$ cat src/rtl/step_sequencer.sv
// Looping note-pattern sequencer with edit, play (fixed tempo) and raw pass-through modes.
// Optional build macro SEQ_CLEAR_EN adds a clr input that wipes the pattern while editing.
module step_sequencer #(
    parameter int NUM_STEPS      = 8,
    parameter int NOTE_W         = 4,
    parameter int TICKS_PER_STEP = 12000000
) (
    input  logic                         clk,
    input  logic                         rst_n,
    input  logic [1:0]                   mode,
    input  logic                         step_next,
    input  logic                         step_prev,
    input  logic                         note_wr,
`ifdef SEQ_CLEAR_EN
    input  logic                         clr,
`endif
    input  logic [NOTE_W-1:0]            note_in,
    input  logic [NOTE_W-1:0]            raw_note,
    output logic [NOTE_W-1:0]            note_out,
    output logic                         note_on,
    output logic [$clog2(NUM_STEPS)-1:0] step_idx,
    output logic                         step_tick
);
    localparam int IDX_W  = $clog2(NUM_STEPS);
    localparam int TICK_W = $clog2(TICKS_PER_STEP);

    localparam logic [TICK_W-1:0] TICK_LAST = TICK_W'(TICKS_PER_STEP - 1);
    localparam logic [TICK_W-1:0] TICK_ONE  = TICK_W'(1);
    localparam logic [IDX_W-1:0]  IDX_ONE   = IDX_W'(1);

    typedef enum logic [1:0] {
        MODE_EDIT     = 2'd0,
        MODE_PLAY     = 2'd1,
        MODE_RAW      = 2'd2,
        MODE_EDIT_ALT = 2'd3
    } mode_e;

    logic [NOTE_W-1:0] mem_q [NUM_STEPS];
    logic [NOTE_W-1:0] mem_d [NUM_STEPS];
    logic [IDX_W-1:0]  step_idx_q,  step_idx_d;
    logic [TICK_W-1:0] tick_cnt_q,  tick_cnt_d;
    logic [NOTE_W-1:0] note_out_q,  note_out_d;
    logic              step_tick_q, step_tick_d;
    logic              note_on_q;
    mode_e             mode_q,      mode_d;
    logic              entering_play;

    assign mode_d        = mode_e'(mode);
    assign entering_play = (mode_d == MODE_PLAY) && (mode_q != MODE_PLAY);

    always_comb begin
        // NOTE: every _d signal gets a default before any branch, so no latch can be inferred.
        mem_d       = mem_q;
        step_idx_d  = step_idx_q;
        tick_cnt_d  = '0;
        note_out_d  = mem_q[step_idx_q];
        step_tick_d = 1'b0;

        case (mode_d)
            MODE_PLAY: begin
                if (entering_play) begin
                    step_idx_d = '0;
                end else if (tick_cnt_q == TICK_LAST) begin
                    step_idx_d  = step_idx_q + IDX_ONE;
                    step_tick_d = 1'b1;
                end else begin
                    tick_cnt_d = tick_cnt_q + TICK_ONE;
                end
            end
            MODE_RAW: begin
                note_out_d = raw_note;
            end
            default: begin
`ifdef SEQ_CLEAR_EN
                if (clr) begin
                    for (int i = 0; i < NUM_STEPS; i++) mem_d[i] = '0;
                    step_idx_d = '0;
                    note_out_d = '0;
                end else begin
`endif
                    // Write lands on the cursor position as it was before any move this cycle.
                    if (note_wr) begin
                        mem_d[step_idx_q] = note_in;
                        note_out_d        = note_in;
                    end
                    if (step_next && !step_prev) begin
                        step_idx_d = step_idx_q + IDX_ONE;
                    end else if (step_prev && !step_next) begin
                        step_idx_d = step_idx_q - IDX_ONE;
                    end
`ifdef SEQ_CLEAR_EN
                end
`endif
            end
        endcase
    end

    // NOTE: the pattern is only a few flops, so it is cleared by reset along with the rest
    //       of the state instead of being left as an unreset RAM.
    always_ff @(posedge clk or negedge rst_n) begin
        if (!rst_n) begin
            for (int i = 0; i < NUM_STEPS; i++) mem_q[i] <= '0;
            step_idx_q  <= '0;
            tick_cnt_q  <= '0;
            note_out_q  <= '0;
            note_on_q   <= 1'b0;
            step_tick_q <= 1'b0;
            mode_q      <= MODE_EDIT;
        end else begin
            // NOTE: non-blocking only, so every register samples the pre-edge values.
            mem_q       <= mem_d;
            step_idx_q  <= step_idx_d;
            tick_cnt_q  <= tick_cnt_d;
            note_out_q  <= note_out_d;
            note_on_q   <= (note_out_d != '0);
            step_tick_q <= step_tick_d;
            mode_q      <= mode_d;
        end
    end

    assign note_out  = note_out_q;
    assign note_on   = note_on_q;
    assign step_idx  = step_idx_q;
    assign step_tick = step_tick_q;

endmodule
$ cat config.mk
export PLATFORM = sky130hd
export DESIGN_NAME = step_sequencer
export DESIGN_NICKNAME = d
export VERILOG_FILES = /design/src/rtl/step_sequencer.sv
export SDC_FILE = /design/constraint.sdc
export NUM_CORES = 1
export LEC_CHECK = 0
export BUFFER_PORTS_ARGS = -buffer_cell sky130_fd_sc_hd__buf_4
export CAP_MARGIN = 20
export CORE_MARGIN = 4
export CORE_UTILIZATION = 40
export CTS_BUF_LIST = sky130_fd_sc_hd__clkbuf_16
export DETAILED_ROUTE_END_ITERATION = 6
export GPL_ROUTABILITY_DRIVEN = 0
export HOLD_SLACK_MARGIN = 0.02
export PLACE_DENSITY = 0.66
export SETUP_SLACK_MARGIN = 0.02
export SYNTH_ARGS = -nofsm -noshare
export SYNTH_HDL_FRONTEND = slang
export SYNTH_SLANG_ARGS = --single-unit
$ cat constraint.sdc
create_clock -name clk -period 2.35 [get_ports clk]
set_clock_uncertainty 0.05 [all_clocks]
set_input_delay 0.5875 -clock clk [delete_from_list [all_inputs] [get_ports clk]]
set_output_delay 0.5875 -clock clk [all_outputs]
set_load 0.01 [all_outputs]
# After elaboration in Yosys (flattened, before gate mapping)
# Index checks and enable logic that the tools add are counted.
[word_totals]
reg_bits = 67
out_inout_bits = 9
wordCells = 57
[classes]
n_addsub = 3
n_lt_le_gt_ge = 2
eq_ne = 5
n_mux = 19
n_bitwise = 3
n_reduce_logical = 11
[ops]
columns = ["cell", "count"]
rows = [
  ["2-to-1 mux 24 bit", 3],
  ["bitwise mux 32 bit", 1],
  ["adder 24 x 1 -> 24 bit, second input constant", 1],
  ["== test 24 bit, second input constant", 1],
  ["2-to-1 mux 4 bit", 4],
  ["binary-select mux 4 bit (select 3 bit)", 1],
  ["demux 4 bit (select 3 bit)", 1],
  ["2-to-1 mux 3 bit", 4],
  ["case mux 4 bit (2 select lines)", 1],
  ["case mux 3 bit (2 select lines)", 1],
  [">= comparator 4 bit, second input constant", 1],
  ["logical AND 1 bit", 4],
  ["less-than comparator 4 x 1 -> 1 bit, second input constant", 1],
  ["NOT 3 -> 4 bit", 1],
  ["nonzero test 4 bit", 1],
  ["adder 3 x 1 -> 3 bit, second input constant", 1],
  ["2-to-1 mux 1 bit", 3],
  ["!= test 3 x 2 -> 1 bit, second input constant", 1],
  ["AND reduction 3 bit", 1],
  ["nonzero test 3 bit", 1],
  ["subtractor 3 x 1 -> 3 bit, second input constant", 1],
  ["== test 2 x 1 -> 1 bit, second input constant", 1],
  ["== test 2 bit, second input constant", 1],
  ["zero test 1 bit", 2],
  ["other kinds (4)", 5],
]

# Logic depth before layout (Yosys ltp)
# Gate-level depths: netlist (run 1).
[logic_depth]
depth_word = 7
ltp_mapped = 7

# Worst setup path after synthesis (run 1)
# No wires, ideal clock.
[synth_timing]
path_type = "input-to-reg"
from = "input mode[0]"
to = "register note_on_q (netlist: note_on)"
setup_ns = 0.138
arrival_time_ns = 1.999
setup_slack_ns = 0.163
stages = 7
path_buffers = 1
cell_sequence = "inv_1 ha_1 clkbuf_1 nor2b_1 a32oi_1 o21ai_1 or4_1"
[synth_between]
elab_chain_cells = 3
[synth_rtl]
columns = ["element", "line_no", "text"]
rows = [
  ["start: declaration", "10", "input logic [1:0] mode,"],
  ["== test 2 bit or == test 2 x 1 -> 1 bit (tied branches)", "59", "case (mode_d)"],
  ["case mux 4 bit (2 select lines) *", "59", ""],
  ["net note_out_d[3]", "42", "logic [NOTE_W-1:0] note_out_q, note_out_d;"],
  ["nonzero test 4 bit *", "115", "note_on_q <= (note_out_d != '0);"],
  ["end signal: assignment", "115", ""],
  ["end: declaration", "44", "logic note_on_q;"],
]
# Mark *: on every way through the listed nets, which the timed path passes. The rest lies on a longest branch.
# A chain may end at the register's enable or synchronous reset.

# Worst setup path after layout (run 1)
[layout_timing]
from = "register step_idx_q[1] (netlist: step_idx[1])"
to = "register note_on_q (netlist: note_on)"
[layout_between]
elab_chain_cells = 7
[layout_rtl]
columns = ["element", "line_no", "text"]
rows = [
  ["start: declaration", "40", "logic [IDX_W-1:0] step_idx_q, step_idx_d;"],
  ["start signal: assignment", "112", "step_idx_q <= step_idx_d;"],
  ["NOT 3 -> 4 bit (not written as such) *", "56", "note_out_d = mem_q[step_idx_q];"],
  ["binary-select mux 4 bit (select 3 bit) *", "56", ""],
  ["2-to-1 mux 4 bit (not written as such) * (2 in series)", "56", ""],
  ["2-to-1 mux 4 bit", "82", "if (note_wr) begin"],
  ["case mux 4 bit (2 select lines) *", "59", ""],
  ["net note_out_d[1]", "42", ""],
  ["nonzero test 4 bit *", "115", ""],
]
# Mark *: on every way through the listed nets, which the timed path passes. The rest lies on a longest branch. The select of a mux whose other input is x is not followed.

==> results by group, run 1 <==
Final layout
  • Nets@finish: 332
  • Non-filler cells, final: 419
  • FILL cells: approximately 670
  • Ant diodes: 0
  • Layout cells sized above 1: 31.86%
  • Synth-to-layout area growth: 22.80%

STA
  • Pins Over Slew Limit: 0
  • Setup_tns: 0 ns
  • Final period util: 93.14%
  • Max frequency: 456.9 MHz
  • RSZ-0062 raised after global routing: no
  • Slew HR: between 60% and 70%
  • Measured slew at the worst slew-check pin: 0.5332 ns
  • Hold Vio Cnt, Final: 0
  • Fin crit period: 2.189 ns
  • Final setup vio count: 0

Floorplan
  • Core Area: between 0.007 and 0.008 mm²
  • Top-level I/O count: 24
  • Die width: 97.89 µm
  • Die Area: 0.009581 mm²
  • Die Height: 97.89 µm
  • Initial core utilization: between 40% and 50%
  • Row count: 32

Detailed routing
  • Via/cell ratio: 5.251
  • DRC: 0
  • Antenna-violating nets left: 0
  • Via count: 2200
  • Drt first pass iters: 4
  • Final WL: 6504 µm
  • Avg WL per Cell: 15.52 µm
  • DR iter-0 viols: 92

Synthesis
  • Mapped Avg Cell Area: approximately 12 µm²
  • Distinct cell type count after synthesis: 40
  • Mapped Area: roughly 0.0032 mm²
  • Share of the synthesized area in the top cell type: about half
  • Ranking of synthesized cells by area: dfrtp_1, mux2_2, mux4_2, nor2_1, xnor2_1
  • Mapped Nets: 289
  • Seq/Total Area, Yosys: roughly 52%
  • Synth Warn #: 0
  • Post-Syn Instances: 269
  • Number of synthesized register bits: 67
  • Yosys top cell by area: dfrtp_1

Power
  • Leakage: 1.738 nW
  • Worst IR Drop VDD: between 0.4 and 0.5 mV
  • Power Dens Cells: 1122 mW/mm²

Placement
  • Dpl cells: a little over 400
  • Post-DP HPWL: 4513 µm
  • IO Port Bufs: 23

Clock network
  • Clock sink count: 67
  • CTS root buf: clkbuf_16
  • Max H-tree Level: 3
  • Postcts setup bufs: 0
  • CTS Hold Bufs: 0
  • CTS Buf Count: 9
  • Maximum clock path buffer count: 2
  • Clock Latency Late Sink: 0.33 ns
  • Post_cts resized: 0
  • Worst-path clk slew: 0.06 ns
  • CTS tree: yes

GRT
  • Initial antenna violation count: 0
  • GRT Total Usage: 14.63%
  • Largest net degree at the start of global routing: 36
  • GR met3 Demand/Resource: 3.929%
  • Number of global-route vias before repair: 2225
  • Overflow after GRT: 0
  • Met2 usage: between 20% and 30%
  • Top Usage Layer GRT: met2
  • M1 GR Usage: 20.53%
  • Wire length of the first global-routing pass: 11170 µm

Worst setup path
  • Crit Path Class: register to register
  • Critical R2R Capture: note_on
  • Worst Path Buf+Inv: 1
  • R2r setup slk: around 0.16 ns
  • Worst path cell trace: buf_4, mux4_2, mux2i_1, o21ai_0, or4_1
  • FF-to-FF Start: step_idx[1]
  • Slowest CP cell: dfrtp_1
  • CP arrival: 2.33 ns
  • Worst-path maximum fanout: 10
  • R2r worst-path depth: 5
  • Worst path max stage delay: 0.62 ns
  • Worst EP required: 2.49 ns
  • Worst setup SP type: register
  • Worst Setup End Kind: register
  • Top cell family by delay on the critical path: flip-flops

Status
  • Status: finished, final reports clean

Worst hold path
  • Hold Crit Class: input pin to asynchronous set/reset pin

Run
  • Number of max-cap violations: 0
==> state kept, by name, indices dropped and copies added (netlist names) <==
signal and cells:
mem_q 32, mode_q 2, note_on 1, note_out 4, step_idx 3, step_tick 1, tick_cnt_q 24
==> cells by family after synthesis <==
kind of cell | share of synthesized area [%]
AOI/OAI and AO/OA | 4.259
xor gates and xnor gates | 6.233
adders and majority gates | 1.936
buffers and inverters | 2.594
DFF | 51.88
muxes | 18.20
and+or+nand+nor | 14.91
==> per-layer routing <==
metal,vias to the layer above,part of all wire (%)
met2,44,46
li1,1050,-
met1,1094,49
met4,0,1.8
met3,12,3.8
met5,-,0
==> worst max-delay path by stage <==
stage | from | to | slack (ns) | cells after the start
4_1_cts | step_idx[1] | note_on | 0.15 | 4
3_5_place_dp | mode[0] | note_on | 0.03 | 7
6_report | step_idx[1] | note_on | 0.16 | 5
5_1_grt | step_idx[1] | note_on | 0.06 | 5
2_1_floorplan | mode[0] | note_on | 0.16 | 7
3_3_place_gp | mode[0] | note_on | 0.09 | 7
==> through the flow <==
stage	cell area [µm²]	power, W	setup WS (ns)	utilization (%)	hold WS (ns)
after floorplan	3232	0.002522	0.1628	-	0.2419
after global placement	3618	0.002880	0.08935	46.35	0.4253
after detailed placement	3618	0.002921	0.03050	46.35	0.4357
after CTS	3969	0.004491	0.1548	50.83	0.1611
after global routing	3969	0.004700	0.05796	50.83	0.1856
final	3969	0.004454	0.1611	50.83	0.1452
==> worst reg2reg max path, cell delays in order, from the launching register on <==
cell     delay [ns]
dfrtp_1        0.62
buf_4          0.29
mux4_2         0.33
mux2i_1        0.21
o21ai_0        0.14
or4_1          0.42
==> cell type report <==
class / instances / area [µm²] / area share (%)
Sequential cell: 67 / 1677 / 42.24
Clock inverter: 7 / 125.1 / 3.153
Tap cell: 102 / 127.6 / 3.216
Clock buffer: 9 / 225.2 / 5.675
Inverter: 10 / 37.54 / 0.9458
Multi-Input combinational cell: 185 / 1471 / 37.07
Timing Repair Buffer: 39 / 305.3 / 7.692
==> synthesized netlist by cell type, drive strengths merged <==
library cell  instances
or4b                  1
o21bai                1
mux4                  6
inv                  10
dfrtp                67
buf                   6
mux2                 34
a21boi                1
or3                   2
a21oi                 3
nor4                  1
or2                   1
xnor2                12
nor4b                 3
mux2i                 7
nand2b                2
a221oi                1
a221o                 2
a32oi                 4
o311a                 1
or3b                  1
nor2b                 3
clkbuf                1
nor2                 33
a2bb2oi               1
o21ai                 5
or4                   1
and4                  2
nand3                 8
and3                  8
ha                    5
nor3                  7
nand2                11
nand4                 7
xor2                 11
==> power by group <==
part | internal (W) | switching, W | total, W | leakage, nW
clock network | 0.00104 | 0.000503 | 0.00155 | 0.170
logic | 0.000692 | 0.000499 | 0.00119 | 0.705
registers | 0.00149 | 0.000230 | 0.00172 | 0.863
total | 0.00322 | 0.00123 | 0.00445 | 1.74
==> layout by cell type, fill, tap and decap left out, types with 2 or more instances in the layout <==
cell type / instances
dfrtp_1: 67
buf_4: 38
mux2_2: 34
nor2_1: 33
xnor2_1: 12
nand2_1: 11
xor2_1: 11
inv_1: 10
clkbuf_16: 9
and3_1: 8
nand3_1: 7
nand4_1: 7
mux2i_1: 7
mux4_2: 6
nor3_1: 5
ha_1: 5
a32oi_1: 4
a21oi_1: 3
nor2b_1: 3
o21ai_1: 3
clkinv_4: 3
bufinv_16: 3
nor3_2: 2
nor4b_1: 2
and4_1: 2
or3_1: 2
o21ai_0: 2
a221o_1: 2
nand2b_1: 2
Note: power is estimated with default switching activity, not from simulation.
==> inputs of run 2 (changes only) <==
- ABC_AREA: not set -> 1
- ABC_CLOCK_PERIOD_IN_PS: not set -> 2350
- PLACE_DENSITY: 0.66 -> not set
==> run 2 against run 1 <==
Effect of this change: clock power shrank 13%; first-iteration DRC count grew 76%; utilization is 2.5 points lower; cell count up 53%; highest routed layer unchanged; sequential share of layout area decreased by 2.5 points; flip-flop and latch count unchanged.
==> results by group, run 2 <==
Final layout
  • Layout cells sized above 1: 12.01% (was 31.86%)
  • Ant diodes: 0 (unchanged)
  • Commonest non-fill, non-tap cells in the layout: nand2_1, inv_1, dfrtp_1 (was dfrtp_1, buf_4, mux2_2)
  • Synth-to-layout area growth: 17.18% (was 22.80%)
  • Most common cell after layout, fill and taps aside: nand2_1 (was dfrtp_1)
  • Nets@finish: 548 (was 332)
  • Largest Register: mem_q (unchanged)
  • FILL cells: 863 (was 671)
  • Final Core Density: 48.34% (was 50.83%)
  • Largest register FFs: 32 (unchanged)

STA
  • Max frequency: 559.0 MHz (was 456.9 MHz)
  • Fin crit period: 1.789 ns (was 2.189 ns)
  • Setup_tns: 0 ns (unchanged)
  • Final period util: 76.12% (was 93.14%)
  • Measured slew at the worst slew-check pin: 0.4132 ns (was 0.5332 ns)
  • RSZ-0062 raised after global routing: no (unchanged)
  • PnR worst setup slack: 0.5611 ns (was 0.1611 ns)
  • Slew HR: 72.16% (was 64.46%)
  • Pins Over Slew Limit: 0 (unchanged)
  • Final setup vio count: 0 (unchanged)
  • Hold Vio Cnt, Final: 0 (unchanged)

Floorplan
  • Initial core utilization: 41.25% (was 41.39%)
  • Die Height: 102.8 µm (was 97.89 µm)
  • Top-level I/O count: 24 (unchanged)
  • Die Area: 0.01057 mm² (was 0.009581 mm²)
  • Row count: 34 (was 32)
  • Die width: 102.8 µm (was 97.89 µm)
  • Core Area: 0.008721 mm² (was 0.007807 mm²)

Worst setup path
  • CP arrival: 1.94 ns (was 2.33 ns)
  • Worst EP required: 2.51 ns (was 2.49 ns)
  • Crit Path Class: register to register (unchanged)
  • FF-to-FF Start: tick_cnt_q[0] (was step_idx[1])
  • Worst setup SP type: register (unchanged)
  • Worst Setup SP: tick_cnt_q[0] (was step_idx[1])
  • Worst-path maximum fanout: 17 (was 10)
  • Worst Setup End Kind: register (unchanged)

Clock network
  • Clock sink count: 67 (unchanged)
  • Max H-tree Level: 3 (unchanged)
  • CTS Buf Count: 9 (unchanged)
  • Worst-path clk slew: 0.06 ns (about the same)
  • CTS tree: yes (unchanged)
  • Clock Latency Late Sink: 0.33 ns (about the same)
  • Postcts setup bufs: 0 (unchanged)
  • Maximum clock path buffer count: 2 (unchanged)
  • CTS root buf: clkbuf_16 (unchanged)
  • Post_cts resized: 0 (unchanged)
  • CTS Hold Bufs: 0 (unchanged)

Power
  • Register share of total power: 40.9% (was 38.5%)
  • Internal Dissipation: 0.002719 W (was 0.003222 W)
  • Leakage: 2.094 nW (was 1.738 nW)
  • Worst IR Drop VDD: 0.5618 mV (was 0.4785 mV)
  • Power Dens Cells: 967.4 mW/mm² (was 1122 mW/mm²)
  • Switching Fraction: 33.33% (was 27.65%)
  • Sw Pwr: 0.001359 W (was 0.001231 W)
  • Clk pwr share: 33.1% (was 34.7%)
  • Comb power frac: 26.0% (was 26.7%)

Synthesis
  • Ys async rst share: 100.0% (unchanged)
  • Number of synthesized register bits: 67 (unchanged)
  • Seq/Total Area, Yosys: 46.61% (was 51.88%)
  • Mapped Nets: 515 (was 289)
  • Mapped Area: 0.003597 mm² (was 0.003232 mm²)
  • Distinct cell type count after synthesis: 29 (was 40)
  • Ranking of synthesized cells by area: dfrtp_1, nand2_1, inv_1, nor2_1, nand3_1 (was dfrtp_1, mux2_2, mux4_2, nor2_1, xnor2_1)
  • Ys flop type: dfrtp_1 (unchanged)
  • EDFF count, synth: 0 (unchanged)
  • Most frequent cell after synthesis: nand2_1 (was dfrtp_1)
  • Mapped Avg Cell Area: 7.267 µm² (was 12.01 µm²)
  • Synth top cells by count: nand2_1, inv_1, dfrtp_1 (was dfrtp_1, mux2_2, nor2_1)
  • Yosys top cell by area: dfrtp_1 (unchanged)
  • Synth Warn #: 0 (unchanged)
  • Post-Syn Instances: 495 (was 269)
  • Share of the synthesized area in the top cell type: 46.61% (was 51.88%)

Detailed routing
  • Met3 routed WL: 471 µm (was 245 µm)
  • Final WL: 8374 µm (was 6504 µm)
  • Via count: 3075 (was 2200)
  • WL met2: 3893 µm (was 2984 µm)
  • Avg WL per Cell: 13.06 µm (was 15.52 µm)
  • WL met1: 3937 µm (was 3160 µm)
  • Antenna-violating nets left: 0 (unchanged)
  • Top sig layer: met4 (unchanged)
  • DRC: 0 (unchanged)
  • Via/cell ratio: 4.797 (was 5.251)
  • Drt first pass iters: 5 (was 4)
  • DR iter-0 viols: 162 (was 92)

Status
  • Status: finished, final reports clean (unchanged)

GRT
  • Largest net degree at the start of global routing: 46 (was 36)
  • GRT Total Usage: 17.24% (was 14.63%)
  • Overflow after GRT: 0 (unchanged)
  • Number of global-route vias before repair: 2967 (was 2225)
  • Wire length of the first global-routing pass: 14100 µm (was 11170 µm)
  • Initial antenna violation count: 0 (unchanged)

Worst hold path
  • Hold Crit Class: input pin to asynchronous set/reset pin (unchanged)

Placement
  • Post-DP HPWL: 6207 µm (was 4513 µm)
  • IO Port Bufs: 23 (unchanged)
  • Post-place setup slack: 0.2695 ns (was 0.03050 ns)

Run
  • Number of max-cap violations: 0 (unchanged)
## run 2: cell types whose count changed after synthesis, moves of 9 or more
cell | previous run | this run
mux2_2 | 34 | 0
inv_1 | 10 | 76
nand3_1 | 7 | 37
nand2_1 | 11 | 144
o21ai_0 | 2 | 36
nor2_1 | 33 | 66
xnor2_1 | 12 | 3
## run 2: cell families (layout without fill, tap and decap cells)
family / Yosys count / after routing / share of synthesized area [%]
DFF: 67 / 67 / 46.61
and+or+nand+nor: 279 / 279 / 33.08
adders and majority gates: 5 / 5 / 1.739
AOI/OAI and AO/OA: 48 / 48 / 7.096
xor gates and xnor gates: 6 / 6 / 1.461
buffers and inverters: 90 / 128 / 10.02
## run 2: cell type report
class	count	area (µm²)	share of cell area (%)
Multi-Input combinational cell	338	1560	37.01
Timing Repair Buffer	29	230.2	5.462
Clock buffer	9	225.2	5.343
Inverter	83	312.8	7.421
Tap cell	108	135.1	3.206
Clock inverter	7	75.07	1.781
Sequential cell	67	1677	39.77
## run 2: metrics by stage
step | hold slack, ns | cells | instance area, µm² | total power, W
final | 0.09888 | 641 | 4215 | 0.004078
after global routing | 0.1167 | 641 | 4215 | 0.004374
after CTS | 0.1053 | 641 | 4215 | 0.004117
after detailed placement | 0.4018 | 625 | 3915 | 0.002752
after global placement | 0.4154 | 625 | 3915 | 0.002733
after floorplan | 0.2419 | 495 | 3597 | 0.002389
## run 2: path summary, 6_finish.rpt
| check | end | slack [ns] | cells after the start |
|---|---|---|---|
| worst max-delay path | tick_cnt_q[3] | 0.56 | 10 |
| min in group clk | mode_q[1] | 0.34 | 1 |
| worst min-delay path | tick_cnt_q[11] | 0.1 | 1 |
| max in group asynchronous | mem_q[29] | 1.61 | 2 |
| worst max register to register | tick_cnt_q[3] | 0.56 | 10 |
| worst min register to register | step_tick | 0.43 | 1 |
## run 2: metal layers
layer	vias up	global-route usage [%]
met3	6	5.007
met5	-	0
met4	0	3.386
met1	1415	23.57
met2	57	27.56
li1	1597	-
## run 2: worst max-delay path, cell delays in order, from the launching register on
cell,delay [ns]
dfrtp_1,0.40
ha_1,0.19
nand2_1,0.07
nor2_2,0.20
nand2_2,0.13
clkinv_2,0.08
nand3_4,0.09
nand2_4,0.18
inv_2,0.14
nand2_1,0.09
nor2_1,0.04
## run 2: power by group through the flow
stage	clock network [W]	logic, W	registers [W]
2_1_floorplan	0	0.000738	0.00165
3_3_place_gp	0	0.00106	0.00168
3_5_place_dp	0	0.00107	0.00169
4_1_cts	0.00138	0.00107	0.00167
5_1_grt	0.00142	0.00124	0.00171
6_report	0.00135	0.00106	0.00167
